`src/rtl/attn_pkg.sv`:
```
`default_nettype none
// ----------------------------------------------------------------------------
// attn_pkg : shared state encoding and width helpers for the attention step
// sequencer.  Rev 1.0
// ----------------------------------------------------------------------------
package attn_pkg;

  typedef enum logic [3:0] {
    ST_IDLE  = 4'd0,
    ST_PROJ  = 4'd1,
    ST_KV_WR = 4'd2,
    ST_KV_RD = 4'd3,
    ST_QK    = 4'd4,
    ST_SM    = 4'd5,
    ST_AV    = 4'd6,
    ST_OUT   = 4'd7,
    ST_DONE  = 4'd8
  } state_t;

  // Slot address width (kept at least 1 bit for a degenerate depth of 1)
  function automatic int aw(input int n);
    return (n > 1) ? $clog2(n) : 1;
  endfunction

  // Length width: must be able to represent the full depth itself
  function automatic int lw(input int n);
    return $clog2(n + 1);
  endfunction

  function automatic int hw(input int n);
    return (n > 1) ? $clog2(n) : 1;
  endfunction

endpackage
`default_nettype wire

```
`src/rtl/attn_kv_ring_ptr.sv`:
```
`default_nettype none
// ----------------------------------------------------------------------------
// attn_kv_ring_ptr : KV ring-buffer write pointer, fill level and sliding
// read-window (base/len) registers.  Rev 1.0
// ----------------------------------------------------------------------------
module attn_kv_ring_ptr import attn_pkg::*; #(
  parameter int SEQ_LEN = 2048,
  parameter int WINDOW  = 2048
) (
  input  logic                     clk,
  input  logic                     rst_n,
  input  logic                     clear,
  input  logic                     advance,
  output logic [aw(SEQ_LEN)-1:0]   wr_ptr,
  output logic [aw(SEQ_LEN)-1:0]   rd_base,
  output logic [lw(SEQ_LEN)-1:0]   rd_len
);

  localparam int AW = aw(SEQ_LEN);
  localparam int LW = lw(SEQ_LEN);
  localparam logic [AW-1:0] LAST_SLOT = AW'(SEQ_LEN - 1);
  localparam logic [LW-1:0] DEPTH     = LW'(SEQ_LEN);
  localparam logic [LW-1:0] WIN       = LW'(WINDOW);

  logic [LW-1:0] fill;
  logic [LW-1:0] fill_nx;
  logic [LW-1:0] len_nx;
  logic [AW-1:0] ptr_nx;
  logic [LW:0]   base_sum;
  logic [LW:0]   base_wrap;

  // The window ends at the slot just written, so base = ptr_new - len (mod depth),
  // done with an explicit wrap to stay correct for non-power-of-two depths.
  always_comb begin
    ptr_nx    = (wr_ptr == LAST_SLOT) ? '0 : wr_ptr + AW'(1);
    fill_nx   = (fill == DEPTH) ? fill : fill + LW'(1);
    len_nx    = (fill_nx > WIN) ? WIN : fill_nx;
    base_sum  = {{(LW + 1 - AW){1'b0}}, ptr_nx} + {1'b0, DEPTH} - {1'b0, len_nx};
    base_wrap = (base_sum >= {1'b0, DEPTH}) ? base_sum - {1'b0, DEPTH} : base_sum;
  end

  always_ff @(posedge clk or negedge rst_n) begin
    if (!rst_n) begin
      wr_ptr  <= '0;
      fill    <= '0;
      rd_base <= '0;
      rd_len  <= '0;
    end else if (clear) begin
      wr_ptr <= '0;
      fill   <= '0;
    end else if (advance) begin
      wr_ptr  <= ptr_nx;
      fill    <= fill_nx;
      rd_base <= base_wrap[AW-1:0];
      rd_len  <= len_nx;
    end
  end

endmodule
`default_nettype wire

```
`src/rtl/attn_step_seq.sv`:
```
`default_nettype none
// ----------------------------------------------------------------------------
// attn_step_seq : one-decode-step multi-head attention sequencer (start/done
// handshakes only). Optional stage watchdog: ATTN_STAGE_TIMEOUT_EN.  Rev 1.0
// ----------------------------------------------------------------------------
module attn_step_seq import attn_pkg::*; #(
  parameter int SEQ_LEN = 2048,
  parameter int WINDOW  = 2048,
  parameter int HEADS   = 12,
  parameter int TIMEOUT = 4096
) (
  input  logic                   clk,
  input  logic                   rst_n,
  input  logic                   start,
  input  logic                   clear_ctx,
  output logic                   busy,
  output logic                   step_done,
  output logic                   proj_start,
  input  logic                   proj_done,
  output logic                   kv_we,
  output logic [aw(SEQ_LEN)-1:0] kv_waddr,
  output logic                   kv_rd_start,
  input  logic                   kv_rd_done,
  output logic [aw(SEQ_LEN)-1:0] kv_rd_base,
  output logic [lw(SEQ_LEN)-1:0] kv_rd_len,
  output logic                   qk_start,
  input  logic                   qk_done,
  output logic                   sm_start,
  input  logic                   sm_done,
  output logic                   av_start,
  input  logic                   av_done,
  output logic [hw(HEADS)-1:0]   head_idx,
  output logic                   out_valid,
  input  logic                   out_ready,
  output logic                   err
);

  localparam int HW = hw(HEADS);
  localparam logic [HW-1:0] LAST_HEAD = HW'(HEADS - 1);

  state_t          state;
  state_t          state_nx;
  logic [HW-1:0]   head_nx;
  logic            ring_clear;
  logic            ring_adv;
  logic [aw(SEQ_LEN)-1:0] wr_ptr;

  attn_kv_ring_ptr #(
    .SEQ_LEN (SEQ_LEN),
    .WINDOW  (WINDOW)
  ) u_ring (
    .clk     (clk),
    .rst_n   (rst_n),
    .clear   (ring_clear),
    .advance (ring_adv),
    .wr_ptr  (wr_ptr),
    .rd_base (kv_rd_base),
    .rd_len  (kv_rd_len)
  );

`ifdef ATTN_STAGE_TIMEOUT_EN
  localparam int TW = $clog2(TIMEOUT + 1);
  localparam logic [TW-1:0] TMO_LAST = TW'(TIMEOUT - 1);

  logic [TW-1:0] tmo_cnt;
  logic          timed;
  logic          tmo_hit;

  assign timed   = (state == ST_PROJ) || (state == ST_KV_RD) || (state == ST_QK) ||
                   (state == ST_SM)   || (state == ST_AV);
  assign tmo_hit = timed && (tmo_cnt == TMO_LAST);

  always_ff @(posedge clk or negedge rst_n) begin
    if (!rst_n) begin
      tmo_cnt <= '0;
      err     <= 1'b0;
    end else begin
      tmo_cnt <= (!timed || (state_nx != state)) ? '0 : tmo_cnt + TW'(1);
      // Timed stages never leave to IDLE on their own, so this marks an abort
      if ((state == ST_IDLE) && start)
        err <= 1'b0;
      else if (tmo_hit && (state_nx == ST_IDLE))
        err <= 1'b1;
    end
  end
`else
  assign err = 1'b0;
`endif

  always_ff @(posedge clk or negedge rst_n) begin
    if (!rst_n) state <= ST_IDLE;
    else        state <= state_nx;
  end

  // A done coinciding with its own start pulse belongs to an earlier request
  always_comb begin
    state_nx   = state;
    head_nx    = head_idx;
    ring_clear = 1'b0;
    ring_adv   = 1'b0;
    case (state)
      ST_IDLE: begin
        ring_clear = clear_ctx;
        if (start) state_nx = ST_PROJ;
      end
      ST_PROJ:  if (proj_done && !proj_start)   state_nx = ST_KV_WR;
      ST_KV_WR: begin
        ring_adv = 1'b1;
        head_nx  = '0;
        state_nx = ST_KV_RD;
      end
      ST_KV_RD: if (kv_rd_done && !kv_rd_start) state_nx = ST_QK;
      ST_QK:    if (qk_done && !qk_start)       state_nx = ST_SM;
      ST_SM:    if (sm_done && !sm_start)       state_nx = ST_AV;
      ST_AV:    if (av_done && !av_start)       state_nx = ST_OUT;
      ST_OUT: begin
        if (out_ready) begin
          if (head_idx < LAST_HEAD) begin
            head_nx  = head_idx + HW'(1);
            state_nx = ST_KV_RD;
          end else begin
            state_nx = ST_DONE;
          end
        end
      end
      ST_DONE: begin
        head_nx  = '0;
        state_nx = ST_IDLE;
      end
      default: state_nx = ST_IDLE;
    endcase
`ifdef ATTN_STAGE_TIMEOUT_EN
    if (tmo_hit && (state_nx == state)) state_nx = ST_IDLE;
`endif
  end

  // Outputs are registered from the next state so they align with the state
  always_ff @(posedge clk or negedge rst_n) begin
    if (!rst_n) begin
      busy        <= 1'b0;
      step_done   <= 1'b0;
      proj_start  <= 1'b0;
      kv_we       <= 1'b0;
      kv_waddr    <= '0;
      kv_rd_start <= 1'b0;
      qk_start    <= 1'b0;
      sm_start    <= 1'b0;
      av_start    <= 1'b0;
      head_idx    <= '0;
      out_valid   <= 1'b0;
    end else begin
      busy        <= (state_nx != ST_IDLE);
      step_done   <= (state_nx == ST_DONE);
      proj_start  <= (state_nx != state) && (state_nx == ST_PROJ);
      kv_we       <= (state_nx == ST_KV_WR);
      kv_waddr    <= (state_nx == ST_KV_WR) ? wr_ptr : '0;
      kv_rd_start <= (state_nx != state) && (state_nx == ST_KV_RD);
      qk_start    <= (state_nx != state) && (state_nx == ST_QK);
      sm_start    <= (state_nx != state) && (state_nx == ST_SM);
      av_start    <= (state_nx != state) && (state_nx == ST_AV);
      head_idx    <= head_nx;
      out_valid   <= (state_nx == ST_OUT);
    end
  end

endmodule
`default_nettype wire

```
`config.mk`:
```
export PLATFORM = sky130hd
export DESIGN_NAME = attn_step_seq
export DESIGN_NICKNAME = d
export VERILOG_FILES = /design/src/rtl/attn_pkg.sv /design/src/rtl/attn_kv_ring_ptr.sv /design/src/rtl/attn_step_seq.sv
export SDC_FILE = /design/constraint.sdc
export NUM_CORES = 1
export LEC_CHECK = 0
export BUFFER_PORTS_ARGS = -buffer_cell sky130_fd_sc_hd__buf_2
export CAP_MARGIN = 20
export CORE_ASPECT_RATIO = 1.1
export CORE_MARGIN = 2
export CORE_UTILIZATION = 52
export DETAILED_ROUTE_END_ITERATION = 16
export PLACE_DENSITY = 0.89
export SLEW_MARGIN = 10
export SYNTH_ARGS = -nofsm -noshare
export SYNTH_HDL_FRONTEND = slang
export SYNTH_SLANG_ARGS = --single-unit
export TNS_END_PERCENT = 10
```
`constraint.sdc`:
```
create_clock -name clk -period 3.45 [get_ports clk]
set_clock_uncertainty 0.2 [all_clocks]
set_input_delay 0.1725 -clock clk [delete_from_list [all_inputs] [get_ports clk]]
set_output_delay 0.1725 -clock clk [all_outputs]
set_load 0.005 [all_outputs]
```
==> flow_metrics.env, run 1 <==
export IMPL_vias=3374
export IMPL_p_per_area_nw_per_um2=817
export IMPL_cts_tree="built"
export IMPL_yosysSeqAreaShare_pct=47.6
export IMPL_crit_path_end_kind="flop"
export IMPL_routed_via_density=5.81
export IMPL_setup_viol=0
export IMPL_worstPathRequired_ns=3.49
export IMPL_clock_sinks=74
export IMPL_die_h_um=94.7
export IMPL_timing_final_hold_violations=0
export IMPL_async_flop_share_pct=100
export IMPL_slowest_stage="dfrtp_1"
export IMPL_maxSlewViolCount=0
export IMPL_synth_simple_gate_area_share_pct=21.7
export IMPL_max_cap_violations=0
export IMPL_cts_max_level=3
export IMPL_clk_pin_slew_ns=0.07
export IMPL_grt_pass1_vias=3121
export IMPL_p_int_mw=2.35
export IMPL_p_seq_share_pct=33.0
export IMPL_cp_arrival_ns=3.47
export IMPL_path_delay_family="simple AND/OR/NAND/NOR gates"
export IMPL_cp_slowest_stage_delay_ns=0.43
export IMPL_mostFrequentLayoutCell="dfrtp_1"
export IMPL_die_area_um2=8190
export IMPL_diodes=0
export IMPL_coreArea_um2=7350
export IMPL_cp_cell_sequence="nand4_1 > nor2_2 > nand3_1 > xor2_2 > and2_1 > ha_1 > fa_2 > nor2b_4 > o2111ai_2 > a31oi_2 > a21o_1 > a21oi_1 > xnor2_1 > mux2_4"
export IMPL_fillCellCount=577
export IMPL_synth_main_ff_cell="dfrtp_1"
export IMPL_synth_compound_area_share_pct=14.8
export IMPL_clockRootBuffer="clkbuf_8"
export IMPL_synth_top_family_by_area="simple AND/OR/NAND/NOR gates"
export IMPL_switchingPower_mw=1.51
export IMPL_antenna_found_initial=0
export IMPL_mostFrequentLayoutCells="74 x dfrtp_1, 56 x buf_2, 51 x nand2_1"
export IMPL_synth_edf_count=0
export IMPL_synthMuxAreaShare_pct=0.933
export IMPL_row_count=33
export IMPL_overflow=0
export IMPL_initial_core_util_pct=52.9
export IMPL_drt_pass1_iter_count=5
export IMPL_yosysWarnings=0
export IMPL_ios=58
export IMPL_port_buffer_count=56
export IMPL_clock_latency_ns=0.35
export IMPL_synthAdderAreaFrac_pct=5.02
export IMPL_grtUsageTotal_pct=22.7
export IMPL_clk_path_buf_depth=2
export IMPL_dp_hpwl_um=6100
export IMPL_hp_class="input pin to flop"
export IMPL_path_buf_inv=0
export IMPL_drt_iter0_markers=227
export IMPL_power_frac_comb_pct=50.2
export IMPL_critPathMaxFanout=5
export IMPL_synth_net_count=435
export IMPL_p_leak_nw=2.35
export IMPL_worst_pin_slew_ns=0.916
export IMPL_synthDistinctLibCells=55
export IMPL_syn_avg_cell_area_um2=9.48
export IMPL_syn_cell_area_um2=3890
export IMPL_cp_start_kind="flop"
export IMPL_synth_seq_cells=74
export IMPL_hold_ws_ns=0.0267
export IMPL_vdd_drop_max_mv=0.476
export IMPL_p_clk_share_pct=16.8
export IMPL_grt_pass1_wl_um=14400
export IMPL_rsz0062_at_grt="yes"
export IMPL_place_gp_congestion=0.898
export IMPL_slew_headroom_pct=38.9
export IMPL_worstHoldStart="proj_done"
export IMPL_synthXorXnorAreaFrac_pct=6.24
export IMPL_cts_buffers=9
export IMPL_grt_max_degree=75
export IMPL_criticalPathCategory="flop to flop"
export IMPL_die_w_um=86.5
export IMPL_multiInputGateArea_um2=1960
export IMPL_drcViolationCount=0
export IMPL_final_min_clock_period_ns=3.43
export IMPL_final_nets=515
export IMPL_r2r_slack_ns=0.02
export IMPL_final_period_utilization_pct=99.5
export IMPL_max_freq_mhz=291
export IMPL_outcome="complete, no violations"
export IMPL_ant_nets=0
export IMPL_wl_per_cell_um=16.1
export IMPL_syn_to_final_growth_pct=21.2
export IMPL_drive_gt1_share_pct=24.9
export IMPL_wl_um=9340
export IMPL_seq_area_um2=1850
export IMPL_p_sw_share_pct=39.1
export IMPL_r2r_start="u_ring.fill[1]"
export IMPL_fin_util_pct=64.1
export IMPL_synthCells=410
export IMPL_power_mw=3.85
export IMPL_crit_path_start="u_ring.fill[1]"
Yosys cell counts (2+ instances only):
master,n,area [um^2]
nor2b_1,7,43.8
nor4_1,5,31.3
nor2_1,30,113
a21oi_1,12,60.1
inv_1,14,52.6
o21a_1,2,15.0
dfrtp_1,74,1850
clkbuf_1,12,45.0
xor2_1,9,78.8
nand3b_1,3,22.5
a211oi_1,2,15.0
nand2b_1,12,75.1
and4_1,3,26.3
and3_1,3,18.8
nand3_1,12,60.1
xnor2_1,15,131
nor3_1,11,55.1
a21o_1,6,45.0
nor3_2,2,20.0
buf_2,5,25.0
ha_1,14,175
and2_1,12,75.1
o21ai_0,45,225
nand2_1,52,195
nand4_1,3,18.8
o31ai_1,10,75.1
a31oi_1,4,25.0
a22o_1,4,35.0
state kept, by name (all words and copies together), names as in the netlist:
| signal | cells |
|---|---|
| qk_start | 1 |
| u_ring.wr_ptr | 11 |
| u_ring.fill | 12 |
| proj_start | 1 |
| av_start | 1 |
| step_done | 1 |
| state | 4 |
| out_valid | 1 |
| kv_waddr | 11 |
| kv_we | 1 |
| u_ring.rd_len | 12 |
| kv_rd_start | 1 |
| u_ring.rd_base | 11 |
| sm_start | 1 |
| head_idx | 4 |
| busy | 1 |
logic make-up after synthesis:
family | after synthesis
simple gates | 164
compound gates | 94
flops | 74
buf+inv | 33
xor+xnor | 26
fa+ha+maj | 15
mux | 3
other cells | 1
per-layer routing:
metal	vias up	routed length (um)	track usage (%)	part of all wire, %
met5	-	0	0	0
met4	0	269	9.24	2.9
met3	33	505	4.90	5.4
met2	125	4890	39.7	52
met1	1635	3680	27.1	39
li1	1581	-	-	-
worst register-to-register path, stage by stage, from the launching register on:
cell	delay, ns
dfrtp_1	0.43
nand4_1	0.25
nor2_2	0.19
nand3_1	0.13
xor2_2	0.20
and2_1	0.19
ha_1	0.24
fa_2	0.39
nor2b_4	0.15
o2111ai_2	0.15
a31oi_2	0.21
a21o_1	0.14
a21oi_1	0.08
xnor2_1	0.13
mux2_4	0.25
power groups by stage:
stage / registers, mW / clock network [mW] / logic [mW]
floorplan: 1.25 / 0 / 1.16
global placement: 1.27 / 0 / 1.64
detailed placement: 1.28 / 0 / 1.69
CTS: 1.27 / 0.656 / 1.77
global route: 1.30 / 0.703 / 2.12
finish: 1.27 / 0.649 / 1.93
what timing repair did:
item,in CTS,in global routing
buffers inserted,3,5
hold endpoints to repair,81,0
hold buffers,6,0
gates resized for setup,4,13
endpoints found under the setup margin,3,4
pin swaps,3,5
area by class of cell:
cell class                 count  share of cell area (%)
sequential                    74                    39.3
inverter                      14                    1.11
tap                           87                    2.31
clock buffer                  12                    3.08
multi-input combinational    303                    41.6
clock inverter                 3                   0.849
timing repair buffer          88                    11.8
path summary, 6_finish.rpt:
kind	to	depth (start not counted)
min in group asynchronous	kv_rd_start	3
max in group asynchronous	u_ring.fill[2]	3
min reg2reg	u_ring.rd_base[5]	1
max	u_ring.rd_base[10]	14
min	state[0]	4
max reg2reg	u_ring.rd_base[10]	14
through the flow:
stage	std cells	setup WS (ns)	TNS [ns]	cell area (um^2)
5_1_grt	581	-0.144	-0.187	4710
3_5_place_dp	551	-0.128	-0.262	4320
4_1_cts	575	0.00451	0	4600
3_3_place_gp	551	0.0137	0	4320
2_1_floorplan	410	0.161	0	3890
6_report	581	0.0183	0	4710
No activity file was read; power rests on OpenSTA's default activity.
==> inputs of run 2 (changes only) <==
--- a/config.mk
+++ b/config.mk
@@ -5,7 +5,7 @@
 export SDC_FILE = /design/constraint.sdc
 export NUM_CORES = 1
 export LEC_CHECK = 0
-export BUFFER_PORTS_ARGS = -buffer_cell sky130_fd_sc_hd__buf_2
+export BUFFER_PORTS_ARGS = -buffer_cell sky130_fd_sc_hd__buf_4
 export CAP_MARGIN = 20
 export CORE_ASPECT_RATIO = 1.1
 export CORE_MARGIN = 2
==> run 2 against run 1 <==
Compared with the run above: the flow now finishes with violations (setup timing); flip-flop and latch count unchanged; first-iteration DRC count up 27%; fmax down 1.1%; via count up 1.2%; die area unchanged; routed wire length up 5.1%; critical path depth down 1; largest cell class unchanged.
==> flow_metrics.env, run 2 (synthesized netlist as in run 1, its figures left out) <==
export IMPL_syn_to_final_growth_pct=27.3
export IMPL_setup_viol=1
export IMPL_routed_via_density=5.88
export IMPL_p_per_area_nw_per_um2=830
export IMPL_slew_headroom_pct=31.1
export IMPL_violations="setup timing"
export IMPL_port_buffer_count=56
export IMPL_rsz0062_at_grt="yes"
export IMPL_setup_slack_ns=-0.0206
export IMPL_row_count=33
export IMPL_diodes=0
export IMPL_clk_path_buf_depth=2
export IMPL_cp_slowest_stage_delay_ns=0.45
export IMPL_crit_path_end_kind="flop"
export IMPL_grt_max_degree=75
export IMPL_drive_gt1_share_pct=27.5
export IMPL_clock_sinks=74
export IMPL_antenna_found_initial=0
export IMPL_cp_arrival_ns=3.51
export IMPL_critPathMaxFanout=6
export IMPL_reg_largest_list="u_ring.fill: 12 flops, u_ring.rd_len: 12 flops"
export IMPL_initial_core_util_pct=52.9
export IMPL_wl_per_cell_um=16.9
export IMPL_path_buf_inv=1
export IMPL_grt_pass1_wl_um=14900
export IMPL_drt_pass1_iter_count=5
export IMPL_dp_hpwl_um=6440
export IMPL_mostFrequentLayoutCells="81 x buf_4, 71 x dfrtp_1, 51 x nand2_1"
export IMPL_grtUsageTotal_pct=23.5
export IMPL_placed_area_um2=4470
export IMPL_worstPathRequired_ns=3.49
export IMPL_final_period_utilization_pct=101
export IMPL_final_min_clock_period_ns=3.47
export IMPL_timing_final_hold_violations=0
export IMPL_die_w_um=86.5
export IMPL_drcViolationCount=0
export IMPL_outcome="finished, violations left"
export IMPL_criticalPathCategory="flop to flop"
export IMPL_cts_tree="built"
export IMPL_place_ws_ns=-0.0987
export IMPL_clockRootBuffer="clkbuf_8"
export IMPL_drt_iter0_markers=288
export IMPL_cts_max_level=3
export IMPL_overflow=0
export IMPL_max_freq_mhz=288
export IMPL_place_gp_congestion=0.929
export IMPL_clk_pin_slew_ns=0.08
export IMPL_vias=3415
export IMPL_max_cap_violations=0
export IMPL_p_leak_nw=2.38
export IMPL_cp_cell_sequence="and4_1 > nand3_1 > xor2_2 > buf_4 > nand2_1 > ha_1 > or2_2 > a21oi_2 > a31oi_4 > a21o_1 > a21oi_1 > xnor2_1 > mux2_4"
export IMPL_cts_buffers=9
export IMPL_clock_latency_ns=0.35
export IMPL_vdd_drop_max_mv=0.448
export IMPL_fin_area_um2=4950
export IMPL_die_area_um2=8190
export IMPL_hp_class="input pin to flop"
export IMPL_mostFrequentLayoutCell="buf_4"
export IMPL_cp_start_kind="flop"
export IMPL_slowest_stage="dfrtp_2"
export IMPL_worst_pin_slew_ns=1.03
export IMPL_wl_um=9820
export IMPL_path_delay_family="simple AND/OR/NAND/NOR gates"
export IMPL_coreArea_um2=7350
export IMPL_maxSlewViolCount=0
export IMPL_grt_pass1_vias=3249
export IMPL_ios=58
export IMPL_fin_util_pct=67.3
export IMPL_final_nets=514
export IMPL_die_h_um=94.7
export IMPL_ant_nets=0
==> run 2: cell count changes in the layout (fill, tap and decap cells not counted), sizes merged <==
cell | before | now
buf | 82 | 81
bufinv | 1 | 2
clkinv | 2 | 1
clkinvlp | 0 | 1
==> run 2: routing by layer <==
layer	vias to the layer above	global-route usage [%]	share of wire, %
met4	0	11.2	3.2
met1	1632	27.6	38
met3	36	6.73	7.3
met5	-	0	0
li1	1581	-	-
met2	166	39.7	51
==> run 2: metrics by stage <==
step                total power [mW]  hold slack, ns  std cells   TNS, ns
floorplan                       2.41          -0.323        410         0
global placement                2.94           0.146        552  -0.00176
global route                    4.36          0.0996        581   -0.0958
CTS                             3.87          0.0611        576         0
detailed placement              3.02           0.164        552    -0.286
finish                          4.11          0.0896        581   -0.0206
==> run 2: what timing repair did <==
item,4_1_cts,5_1_grt
hold endpoints to repair,81,0
cloned,0,0
setup buffers,2,5
hold buffers,6,0
resized for setup,7,25
pin swaps,4,6
setup endpoints to repair,3,4
==> run 2: path summary, 6_finish.rpt <==
| path | depth (start not counted) | startpoint | slack [ns] | end |
|---|---|---|---|---|
| min | 4 | proj_done | 0.09 | state[0] |
| max in group asynchronous | 2 | rst_n | 2.10 | u_ring.wr_ptr[1] |
| max | 13 | u_ring.fill[8] | -0.02 | u_ring.rd_base[10] |
| max reg2reg | 13 | u_ring.fill[8] | -0.02 | u_ring.rd_base[10] |
| min in group asynchronous | 2 | rst_n | 0.30 | step_done |
| min reg2reg | 2 | u_ring.rd_base[3] | 0.29 | u_ring.rd_base[3] |
==> run 2: layout make-up <==
cell class                      instances  area [um^2]
Tap cell                               87          109
Multi-Input combinational cell        303         2030
Clock buffer                           12          165
Timing Repair Buffer                   87          668
Fill cell                             548         2400
Clock inverter                          4         72.6
Sequential cell                        74         1860
Inverter                               14         52.6
==> run 2: tightest hold or removal path: stages <==
cell and delay, ns:
buf_4 0.11, nand2b_1 0.11, a22oi_1 0.09, nand4_1 0.12
==> run 2: power breakdown <==
| part | leakage (nW) | internal (mW) | switching (mW) | total [mW] |
|---|---|---|---|---|
| Sequential | 0.982 | 1.09 | 0.202 | 1.29 |
| Clock | 0.119 | 0.465 | 0.320 | 0.785 |
| Combinational | 1.28 | 0.987 | 1.05 | 2.03 |
| Total | 2.38 | 2.54 | 1.57 | 4.11 |
